===== src/rtl/clock_counter_mc_if.sv =====
`default_nettype none
// ============================================================================
// clock_counter_mc_if : Avalon-MM control bus between a host and clock_counter_mc
// Revision 2.0
// ============================================================================
interface clock_counter_mc_if;
  logic [8:0]  avs_ctrl_address;
  logic        avs_ctrl_read;
  logic        avs_ctrl_write;
  logic [31:0] avs_ctrl_readdata;
  logic [31:0] avs_ctrl_writedata;

  modport master (
    output avs_ctrl_address,
    output avs_ctrl_read,
    output avs_ctrl_write,
    output avs_ctrl_writedata,
    input  avs_ctrl_readdata
  );

  modport slave (
    input  avs_ctrl_address,
    input  avs_ctrl_read,
    input  avs_ctrl_write,
    input  avs_ctrl_writedata,
    output avs_ctrl_readdata
  );
endinterface
`default_nettype wire


===== src/rtl/clock_counter_mc.sv =====
`default_nettype none
// ============================================================================
// clock_counter_mc : multi-channel clock frequency meter with Avalon-MM control
// Optional per-channel MIN/MAX tracking: define CLOCK_COUNTER_MC_MINMAX_EN
// Revision 2.0
// ============================================================================
module clock_counter_mc #(
  parameter int NR_CH       = 8,
  parameter int CNT_W       = 32,
  parameter int GATE_W      = 32,
  parameter int SYNC_STAGES = 3
) (
  input wire               csi_clk_clk,
  input wire               rsi_reset_reset,
  clock_counter_mc_if.slave avs_ctrl,
  input wire [NR_CH-1:0]   coe_meas
);

  localparam logic [31:0] ID_VALUE      = 32'hc10cc272;
  localparam logic [31:0] VERSION_VALUE = 32'h00020000;
  localparam logic [31:0] BAD_VALUE     = 32'hdeadbeef;
`ifdef CLOCK_COUNTER_MC_MINMAX_EN
  localparam logic        MINMAX_PRESENT = 1'b1;
`else
  localparam logic        MINMAX_PRESENT = 1'b0;
`endif
  localparam logic [31:0] CONFIG_VALUE  =
    {20'd0, 3'(SYNC_STAGES), MINMAX_PRESENT, 8'(NR_CH)};

  typedef enum logic [1:0] {
    ST_IDLE = 2'd0,
    ST_ARM  = 2'd1,
    ST_RUN  = 2'd2
  } state_t;

  state_t            state;
  logic [31:0]       scratch;
  logic              enable;
  logic              single_shot;
  logic [GATE_W-1:0] gate;
  logic [GATE_W-1:0] gate_cnt;
  logic [15:0]       update_cnt;
  logic [CNT_W-1:0]  result   [NR_CH];
  logic [CNT_W-1:0]  acc      [NR_CH];
  logic [CNT_W-1:0]  acc_next [NR_CH];
`ifdef CLOCK_COUNTER_MC_MINMAX_EN
  logic [CNT_W-1:0]  min_val  [NR_CH];
  logic [CNT_W-1:0]  max_val  [NR_CH];
`endif

  logic [NR_CH-1:0]  sync_chain [SYNC_STAGES];
  logic [NR_CH-1:0]  edge_hist;
  logic [NR_CH-1:0]  meas_edge;

  logic [8:0]        addr;
  logic [31:0]       wdata;
  logic              wr;
  logic              wr_scratch;
  logic              wr_control;
  logic              wr_gate;
  logic              clear_pulse;
  logic              enable_next;
  logic [31:0]       rd_mux;
  logic              unused_read;

  assign addr        = avs_ctrl.avs_ctrl_address;
  assign wdata       = avs_ctrl.avs_ctrl_writedata;
  assign wr          = avs_ctrl.avs_ctrl_write;
  assign unused_read = avs_ctrl.avs_ctrl_read;

  assign wr_scratch  = wr && (addr == 9'h003);
  assign wr_control  = wr && (addr == 9'h004);
  assign wr_gate     = wr && (addr == 9'h005);
  assign clear_pulse = wr_control && wdata[2];
  // Disabling takes effect in the same cycle the CONTROL write lands.
  assign enable_next = wr_control ? wdata[0] : enable;

  always_ff @(posedge csi_clk_clk) begin
    if (rsi_reset_reset) begin
      for (int s = 0; s < SYNC_STAGES; s++) sync_chain[s] <= '0;
      edge_hist <= '0;
    end else begin
      sync_chain[0] <= coe_meas;
      for (int s = 1; s < SYNC_STAGES; s++) sync_chain[s] <= sync_chain[s-1];
      edge_hist <= sync_chain[SYNC_STAGES-1];
    end
  end

  assign meas_edge = sync_chain[SYNC_STAGES-1] & ~edge_hist;

  // Saturating per-channel increment, shared by RUN accumulation and window close.
  for (genvar g = 0; g < NR_CH; g++) begin : g_chan
    assign acc_next[g] = (meas_edge[g] && !(&acc[g])) ? acc[g] + CNT_W'(1) : acc[g];
  end

  always_ff @(posedge csi_clk_clk) begin
    if (rsi_reset_reset) begin
      state       <= ST_IDLE;
      scratch     <= '0;
      enable      <= 1'b0;
      single_shot <= 1'b0;
      gate        <= '0;
      gate_cnt    <= '0;
      update_cnt  <= '0;
      for (int ch = 0; ch < NR_CH; ch++) begin
        result[ch] <= '0;
        acc[ch]    <= '0;
`ifdef CLOCK_COUNTER_MC_MINMAX_EN
        min_val[ch] <= '1;
        max_val[ch] <= '0;
`endif
      end
    end else begin
      if (wr_scratch) scratch <= wdata;
      if (wr_control) begin
        enable      <= wdata[0];
        single_shot <= wdata[1];
      end
      if (wr_gate) gate <= wdata[GATE_W-1:0];

      case (state)
        ST_IDLE: begin
          if (enable && gate != '0) state <= ST_ARM;
        end
        ST_ARM: begin
          for (int ch = 0; ch < NR_CH; ch++) acc[ch] <= '0;
          gate_cnt <= gate;
          state    <= (enable_next && gate != '0) ? ST_RUN : ST_IDLE;
        end
        ST_RUN: begin
          if (!enable_next) begin
            for (int ch = 0; ch < NR_CH; ch++) acc[ch] <= '0;
            state <= ST_IDLE;
          end else if (clear_pulse) begin
            state <= ST_ARM;
          end else if (gate_cnt == GATE_W'(1)) begin
            for (int ch = 0; ch < NR_CH; ch++) begin
              result[ch] <= acc_next[ch];
              acc[ch]    <= '0;
`ifdef CLOCK_COUNTER_MC_MINMAX_EN
              if (acc_next[ch] < min_val[ch]) min_val[ch] <= acc_next[ch];
              if (acc_next[ch] > max_val[ch]) max_val[ch] <= acc_next[ch];
`endif
            end
            update_cnt <= update_cnt + 16'd1;
            if (single_shot) begin
              enable <= 1'b0;
              state  <= ST_IDLE;
            end else if (gate == '0) begin
              state <= ST_IDLE;
            end else begin
              gate_cnt <= gate;
            end
          end else begin
            for (int ch = 0; ch < NR_CH; ch++) acc[ch] <= acc_next[ch];
            gate_cnt <= gate_cnt - GATE_W'(1);
          end
        end
        default: state <= ST_IDLE;
      endcase

      // Placed last so a clear overrides a window completing in the same cycle.
      if (clear_pulse) begin
        update_cnt <= '0;
        for (int ch = 0; ch < NR_CH; ch++) begin
          result[ch] <= '0;
`ifdef CLOCK_COUNTER_MC_MINMAX_EN
          min_val[ch] <= '1;
          max_val[ch] <= '0;
`endif
        end
      end
    end
  end

  always_comb begin
    rd_mux = BAD_VALUE;
    case (addr)
      9'h000:  rd_mux = ID_VALUE;
      9'h001:  rd_mux = VERSION_VALUE;
      9'h002:  rd_mux = CONFIG_VALUE;
      9'h003:  rd_mux = scratch;
      9'h004:  rd_mux = {30'd0, single_shot, enable};
      9'h005:  rd_mux = 32'(gate);
      9'h006:  rd_mux = {(state != ST_IDLE), 15'd0, update_cnt};
      default: rd_mux = BAD_VALUE;
    endcase
    for (int ch = 0; ch < NR_CH; ch++) begin
      if (addr == 9'(16 + ch)) rd_mux = 32'(result[ch]);
`ifdef CLOCK_COUNTER_MC_MINMAX_EN
      if (addr == 9'(48 + ch)) rd_mux = 32'(min_val[ch]);
      if (addr == 9'(80 + ch)) rd_mux = 32'(max_val[ch]);
`endif
    end
  end

  always_ff @(posedge csi_clk_clk) begin
    if (rsi_reset_reset) avs_ctrl.avs_ctrl_readdata <= '0;
    else                 avs_ctrl.avs_ctrl_readdata <= rd_mux;
  end

endmodule
`default_nettype wire

===== src/flat_wrapper.sv =====
// flat-port wrapper written by rule: the top's interface ports become plain ports
module clock_counter_mc_flat 
#(
  parameter int NR_CH       = 8,
  parameter int CNT_W       = 32,
  parameter int GATE_W      = 32,
  parameter int SYNC_STAGES = 3
)
  (csi_clk_clk, rsi_reset_reset, coe_meas, avs_ctrl_avs_ctrl_address, avs_ctrl_avs_ctrl_read, avs_ctrl_avs_ctrl_write, avs_ctrl_avs_ctrl_writedata, avs_ctrl_avs_ctrl_readdata);
  clock_counter_mc_if avs_ctrl_i ();
  input wire csi_clk_clk;
  input wire rsi_reset_reset;
  input wire [NR_CH-1:0] coe_meas;
  input wire logic [$bits(avs_ctrl_i.avs_ctrl_address)-1:0] avs_ctrl_avs_ctrl_address;
  input wire logic [$bits(avs_ctrl_i.avs_ctrl_read)-1:0] avs_ctrl_avs_ctrl_read;
  input wire logic [$bits(avs_ctrl_i.avs_ctrl_write)-1:0] avs_ctrl_avs_ctrl_write;
  input wire logic [$bits(avs_ctrl_i.avs_ctrl_writedata)-1:0] avs_ctrl_avs_ctrl_writedata;
  output wire logic [$bits(avs_ctrl_i.avs_ctrl_readdata)-1:0] avs_ctrl_avs_ctrl_readdata;
  assign avs_ctrl_i.avs_ctrl_address = avs_ctrl_avs_ctrl_address;
  assign avs_ctrl_i.avs_ctrl_read = avs_ctrl_avs_ctrl_read;
  assign avs_ctrl_i.avs_ctrl_write = avs_ctrl_avs_ctrl_write;
  assign avs_ctrl_i.avs_ctrl_writedata = avs_ctrl_avs_ctrl_writedata;
  assign avs_ctrl_avs_ctrl_readdata = avs_ctrl_i.avs_ctrl_readdata;
  clock_counter_mc #(.NR_CH(NR_CH), .CNT_W(CNT_W), .GATE_W(GATE_W), .SYNC_STAGES(SYNC_STAGES)) u_core (.csi_clk_clk(csi_clk_clk), .rsi_reset_reset(rsi_reset_reset), .avs_ctrl(avs_ctrl_i), .coe_meas(coe_meas));
endmodule

===== config.mk =====
export PLATFORM = sky130hd
export DESIGN_NAME = clock_counter_mc_flat
export DESIGN_NICKNAME = d
export VERILOG_FILES = /design/src/rtl/clock_counter_mc_if.sv /design/src/rtl/clock_counter_mc.sv /design/src/flat_wrapper.sv
export SDC_FILE = /design/constraint.sdc
export NUM_CORES = 2
export LEC_CHECK = 0
export ABC_AREA = 0
export BUFFER_PORTS_ARGS = -buffer_cell sky130_fd_sc_hd__buf_2
export CAP_MARGIN = 20
export CORE_ASPECT_RATIO = 0.7
export CORE_UTILIZATION = 50
export DETAILED_ROUTE_END_ITERATION = 6
export GPL_ROUTABILITY_DRIVEN = 1
export GPL_TIMING_DRIVEN = 0
export PLACE_DENSITY = 0.71
export SYNTH_ARGS = -nofsm -noshare
export SYNTH_HDL_FRONTEND = slang
export SYNTH_SLANG_ARGS = --single-unit

===== constraint.sdc =====
create_clock -name csi_clk_clk -period 5.86 [get_ports csi_clk_clk]
set_input_delay 0.879 -clock csi_clk_clk [delete_from_list [all_inputs] [get_ports csi_clk_clk]]
set_output_delay 0.879 -clock csi_clk_clk [all_outputs]
set_load 0.02 [all_outputs]

== Yosys cells after proc, flatten, opt, wreduce, memory -nomap -nowiden ==
Memories as Yosys holds them, arrays and structs flattened.
Cells that the tools add are included.
W data, S select, Z words.

* Bits in registers: 156
* Memories: 3
* Output and inout bits: 32
* Logic and storage cells: 252
* Memory bits (writable): 536

{| class="wikitable"
|+ Memory list
! memory !! words !! bits a word !! rd ports !! clocked after Yosys merged registers in !! wr ports !! line !! text
|-
| u_core.acc || 8 || 32 || 8 || 0 || 8 || clock_counter_mc.sv:44 || <nowiki>logic [CNT_W-1:0] acc [NR_CH];</nowiki>
|-
| u_core.result || 8 || 32 || 8 || 0 || 8 || clock_counter_mc.sv:43 || <nowiki>logic [CNT_W-1:0] result [NR_CH];</nowiki>
|-
| u_core.sync_chain || 3 || 8 || 3 || 0 || 3 || clock_counter_mc.sv:51 || <nowiki>logic [NR_CH-1:0] sync_chain [SYNC_STAGES];</nowiki>
|}

* Multiplexer cells: 113
* Reductions and logical operators: 40
* Eq/ne operators: 24
* Bitwise operators: 53
* Add/sub/neg operators: 10

{| class="wikitable"
|+ Operators by type and width
! cell !! count
|-
| $mux W32 || 69
|-
| $add A32 B1 Y32 const B || 8
|-
| $reduce_and A32 Y1 || 8
|-
| $pmux W32 S7 || 1
|-
| $eq A9 B5 Y1 const B || 8
|-
| $pmux W32 S2 || 1
|-
| $or A1 B1 Y1 || 51
|-
| $eq A32 B1 Y1 const B || 1
|-
| $logic_not A32 Y1 || 1
|-
| $reduce_bool A32 Y1 || 1
|-
| $sub A32 B1 Y32 const B || 1
|-
| $mux W1 || 31
|-
| $eq A9 B3 Y1 const B || 3
|-
| $mux W8 || 3
|-
| $eq A9 B2 Y1 const B || 2
|-
| $add A16 B1 Y16 const B || 1
|-
| $logic_and A1 B1 Y1 || 14
|-
| $mux W2 || 7
|-
| $eq A9 B1 Y1 const B || 1
|-
| $logic_not A9 Y1 || 1
|-
| $and A8 B8 Y8 || 1
|-
| $logic_not A1 Y1 || 8
|-
| $not A8 Y8 || 1
|-
| $ne A3 B3 Y1 const B || 2
|-
| other kinds (12) || 15
|}

== Longest topological paths before layout ==
* Word-level depth: 10
* Depth in mapped cells: 11

== Least setup slack after synthesis ==
OpenSTA, ideal clock, no wires.

* Path type: input -> register
* Start: input avs_ctrl_avs_ctrl_address[3]
* End: memory u_core.acc[4][18], in the netlist u_core.acc[1][18]
* Data required time: 5738 ps
* Stages: 8
* Setup time: 122 ps
* Path buffers: 1
* Path slack: 436 ps
* Data arrival time: 5302 ps
* Cells stage by stage: nor4_4 a31oi_1 nor3_1 nor4_4 inv_2 clkbuf_1 o21a_1 mux2i_1

{| class="wikitable"
|+ RTL lines
! element !! line !! text
|-
| start: declaration || flat_wrapper.sv:14 || <nowiki>input wire logic [$bits(avs_ctrl_i.avs_ctrl_address)-1:0] avs_ctrl_avs_ctrl_address;</nowiki>
|-
| end: declaration || clock_counter_mc.sv:44 ||
|}

== Final worst setup path ==
* Start: input avs_ctrl_avs_ctrl_address[0]
* End: register u_core.avs_ctrl.avs_ctrl_readdata[9]

* Longest elaborated chain between the ends: 10
* Elaborated cells between the ends (all ways): 24
* Those cells by class: 14 x eq/ne; 9 x mux; 1 x reduce/logical

{| class="wikitable"
|+ Ends and longest elaborated chain
! element !! line !! text
|-
| $eq A9 B3 Y1, or another cell as far along || clock_counter_mc.sv:178 || <nowiki>case (addr)</nowiki>
|-
| $pmux W32 S7 || clock_counter_mc.sv:178 ||
|-
| $mux W32 (7 in a row) || clock_counter_mc.sv:189 || <nowiki>if (addr == 9'(16 + ch)) rd_mux = 32'(result[ch]);</nowiki>
|-
| $mux W32 * || clock_counter_mc.sv:189 ||
|-
| end signal: assignment || clock_counter_mc.sv:199 || <nowiki>else avs_ctrl.avs_ctrl_readdata <= rd_mux;</nowiki>
|-
| end: declaration || clock_counter_mc_if.sv:26 || <nowiki>output avs_ctrl_readdata</nowiki>
|}

Mark *: on every way between the ends. The rest lies on a longest branch, timed or not.
A chain may end at the register's enable or synchronous reset.

==> results.yml <==
placement:
  gp_congestion: 1.087
  hpwl_mm: 109.6
  dp.cells: 4994
  io_buffers: 80
grt:
  grt.total_usage_pct: 39.64
  grt_max_degree: 67
  grt-ovfl-total: 0
  grt_pass1_vias: 29530
  grt_pass1_wl_mm: 206.3
  antenna_found_initial: 7
finish:
  final_cell_mix: "468 x dfxtp_1, 394 x nor2_1, 341 x a21oi_1"
  areaGrowthSynthToFinish_pct: 12.17
  layout-drive-gt1-share_pct: 9.164
  layout.nets: 4234
  final_common_cell: "dfxtp_1"
  nFillCells: 6172
  post-route-util_pct: 57.10
  final_cells: 5127
clock_tree:
  htreeDepth: 3
  cts.sinks: 692
  cts_buffers: 70
  clk_pin_slew_ns: 0.07
  cts_buffer_depth: 3
  cts_tree: "yes"
  cts_root_buffer: "clkbuf_16"
  cts.repair.resized: 0
  clk_latency_ns: 0.65
  hold_buffers: 0
  post_cts_buffers: 0
synthesis:
  yosys_most_used_dff: "dfxtp_1"
  yosysWarnings: 0
  syn-num-nets: 4070
  async_reset_ff_share_pct: 0
  ys_seq_area_share_pct: 46.11
  synth_area_mm2: 0.03490
  netlist.area_leader.share_pct: 26.84
  post_synth.cell_area_avg_um2: 8.722
  synth_cell_types: 93
  ys_top_cells_by_area: "dfxtp_1 27%, edfxtp_1 19%, a21oi_1 4.9%, nor2_1 4.2%, o21ai_0 4.1%"
  netlist_instances: 4002
  synth_edf_count: 224
  ys_ff_latch: 692
  synth_area_leader_cell: "dfxtp_1"
critical_path:
  arrival_ns: 5.14
  worst_path_largest_cell_delay_ns: 0.85
  crit_buf_inv: 4
  end_kind: "flip-flop"
  cp-start-kind: "input port"
  path_class: "input port to flip-flop"
  rrSetupSlack_ns: 1.96
  cp_max_fo: 10
  cpLargestDelayFamily: "buffers and inverters"
  slowest_stage: "buf_1"
  crit_chain: "buf_2 -> clkbuf_1 -> clkbuf_1 -> buf_1 -> a31oi_1 -> a211oi_1 -> a21oi_1 -> o21ai_0 -> a211oi_1"
  crit_required_ns: 6.33
route:
  viasPerCell: 6.617
  drt-initial-drc-count: 5818
  wire_per_inst_um: 28.20
  drc: 0
  ant_nets: 0
  via_count: 33920
  dr.pass1.iters: 6
  wl_mm: 144.6
floorplan:
  initial_core_util_pct: 50.91
  die_h_um: 223.1
  die_area_mm2: 0.07089
  die_w_um: 317.8
  ioPinCount: 85
  rows: 80
  core_area_mm2: 0.06857
pwr:
  internal_power_uw: 8016
  vdd_drop_max_uv: 218.0
  p_leak_uw: 0.01305
  pwr-share-seq_pct: 48.3
  switchingPower_uw: 2510
  swShare_pct: 23.85
  p_clk_share_pct: 46.8
  pwr-share-comb_pct: 5.0
  p_per_area_mw_per_mm2: 268.9
sta:
  fmax_mhz: 214.0
  tightest_slew_ns: 1.292
  grt_setup_unrepaired: "false"
  fin_skew_ns: 0.03643
  post-route-min-period_ns: 4.673
  slew_headroom_pct: 13.89
  finalSetupViolations: 0
  min_period_over_period_pct: 79.74
  drv_slew: 0
  hold_viol_final: 0
min_path:
  worstHoldPathType: "flip-flop to flip-flop"
run_status:
  status: "completed"
flow_run:
  drv_cap: 0
routing by layer:
metal	GRT usage [%]	part of all wire, %	routed length (µm)
met5	0	0	0
met1	59.64	43	62490
met3	13.22	15	21540
met4	12.48	3.3	4708
met2	52.42	39	55830
area by class of cell:
cell class / instances / area (µm²) / share of cell area [%]
Sequential cell: 692 / 16100 / 41.11
Clock buffer: 99 / 2095 / 5.350
Antenna cell: 2 / 5.005 / 0.01278
Timing Repair Buffer: 92 / 600.6 / 1.534
Inverter: 88 / 330.3 / 0.8437
Multi-Input combinational cell: 2939 / 17310 / 44.20
Clock inverter: 30 / 394.1 / 1.007
Buffer: 283 / 1197 / 3.058
Tap cell: 902 / 1129 / 2.883
registers in the layout (all words and copies together), names as in the netlist:
signal	count
u_core.acc	256
u_core.avs_ctrl.avs_ctrl_readdata	32
u_core.edge_hist	8
u_core.enable	1
u_core.gate	32
u_core.gate_cnt	32
u_core.result	256
u_core.scratch	32
u_core.single_shot	1
u_core.state	2
u_core.sync_chain	24
u_core.update_cnt	16
cells in the mapped netlist, types with 41 or more instances:
cell type	number
or3_1	61
and3_1	64
nor4_1	67
edfxtp_1	224
xor2_1	94
a211oi_1	49
buf_2	91
nor3_1	126
nand2_1	336
xnor2_1	142
dfxtp_1	468
o22ai_1	41
nor2b_1	54
and4_1	45
a21oi_1	341
nand4_1	115
nand3_1	195
clkbuf_1	174
o21ai_0	289
inv_1	85
nor2_1	394
worst paths after layout:
kind         cells past startpoint                               start                                              end
max reg2reg                     11        u_core.state[0]$_SDFFE_PP0P_                   u_core.acc[1][29]$_SDFFE_PP0P_
max                              9        avs_ctrl_avs_ctrl_address[0]  u_core.avs_ctrl.avs_ctrl_readdata[9]$_SDFF_PP0_
min reg2reg                      1  u_core.sync_chain[0][5]$_SDFF_PP0_              u_core.sync_chain[0][13]$_SDFF_PP0_
min                              1  u_core.sync_chain[0][5]$_SDFF_PP0_              u_core.sync_chain[0][13]$_SDFF_PP0_
logic make-up (layout without fill, tap and decap cells):
group,Yosys count,count (layout),synth area share [%]
flops,692,692,46.11
xor+xnor,236,236,5.922
simple gates,1585,1585,22.99
compound gates,1044,1044,18.24
other cells,0,2,0
buf+inv,371,592,4.362
mux,59,59,1.832
fa+ha+maj,15,15,0.5377
through the flow:
stage	hold WS (ns)	TNS, ns	worst slack [ns]	area, µm²	power (µW)
after floorplan	0.4138	0	0.4356	34900	5428
after global placement	0.4195	-321.82	-2.454	36430	5676
after detailed placement	0.4220	0	0.8754	36630	5677
after CTS	0.4180	0	1.543	39110	10500
after global routing	0.4390	0	1.376	39150	10740
final	0.4279	0	1.187	39150	10530
power by group through the flow:
| stage | Combinational, µW | Sequential, µW | Clock (µW) |
|---|---|---|---|
| floorplan | 255 | 5170 | 0 |
| global placement | 484 | 5190 | 0 |
| detailed placement | 496 | 5180 | 0 |
| CTS | 499 | 5080 | 4930 |
| global route | 539 | 5080 | 5120 |
| finish | 523 | 5080 | 4920 |
worst register-to-register path, stage by stage, from the launching register on:
cell and delay, ns:
dfxtp_1 0.34, inv_1 0.08, ha_1 0.15, clkbuf_1 0.41
inv_1 0.11, clkbuf_1 0.30, nor3_1 0.55, nor4_4 0.12
inv_2 0.14, clkbuf_1 0.95, o21ai_0 0.29, mux2_2 0.34
Power figures use the tool's default switching activity.
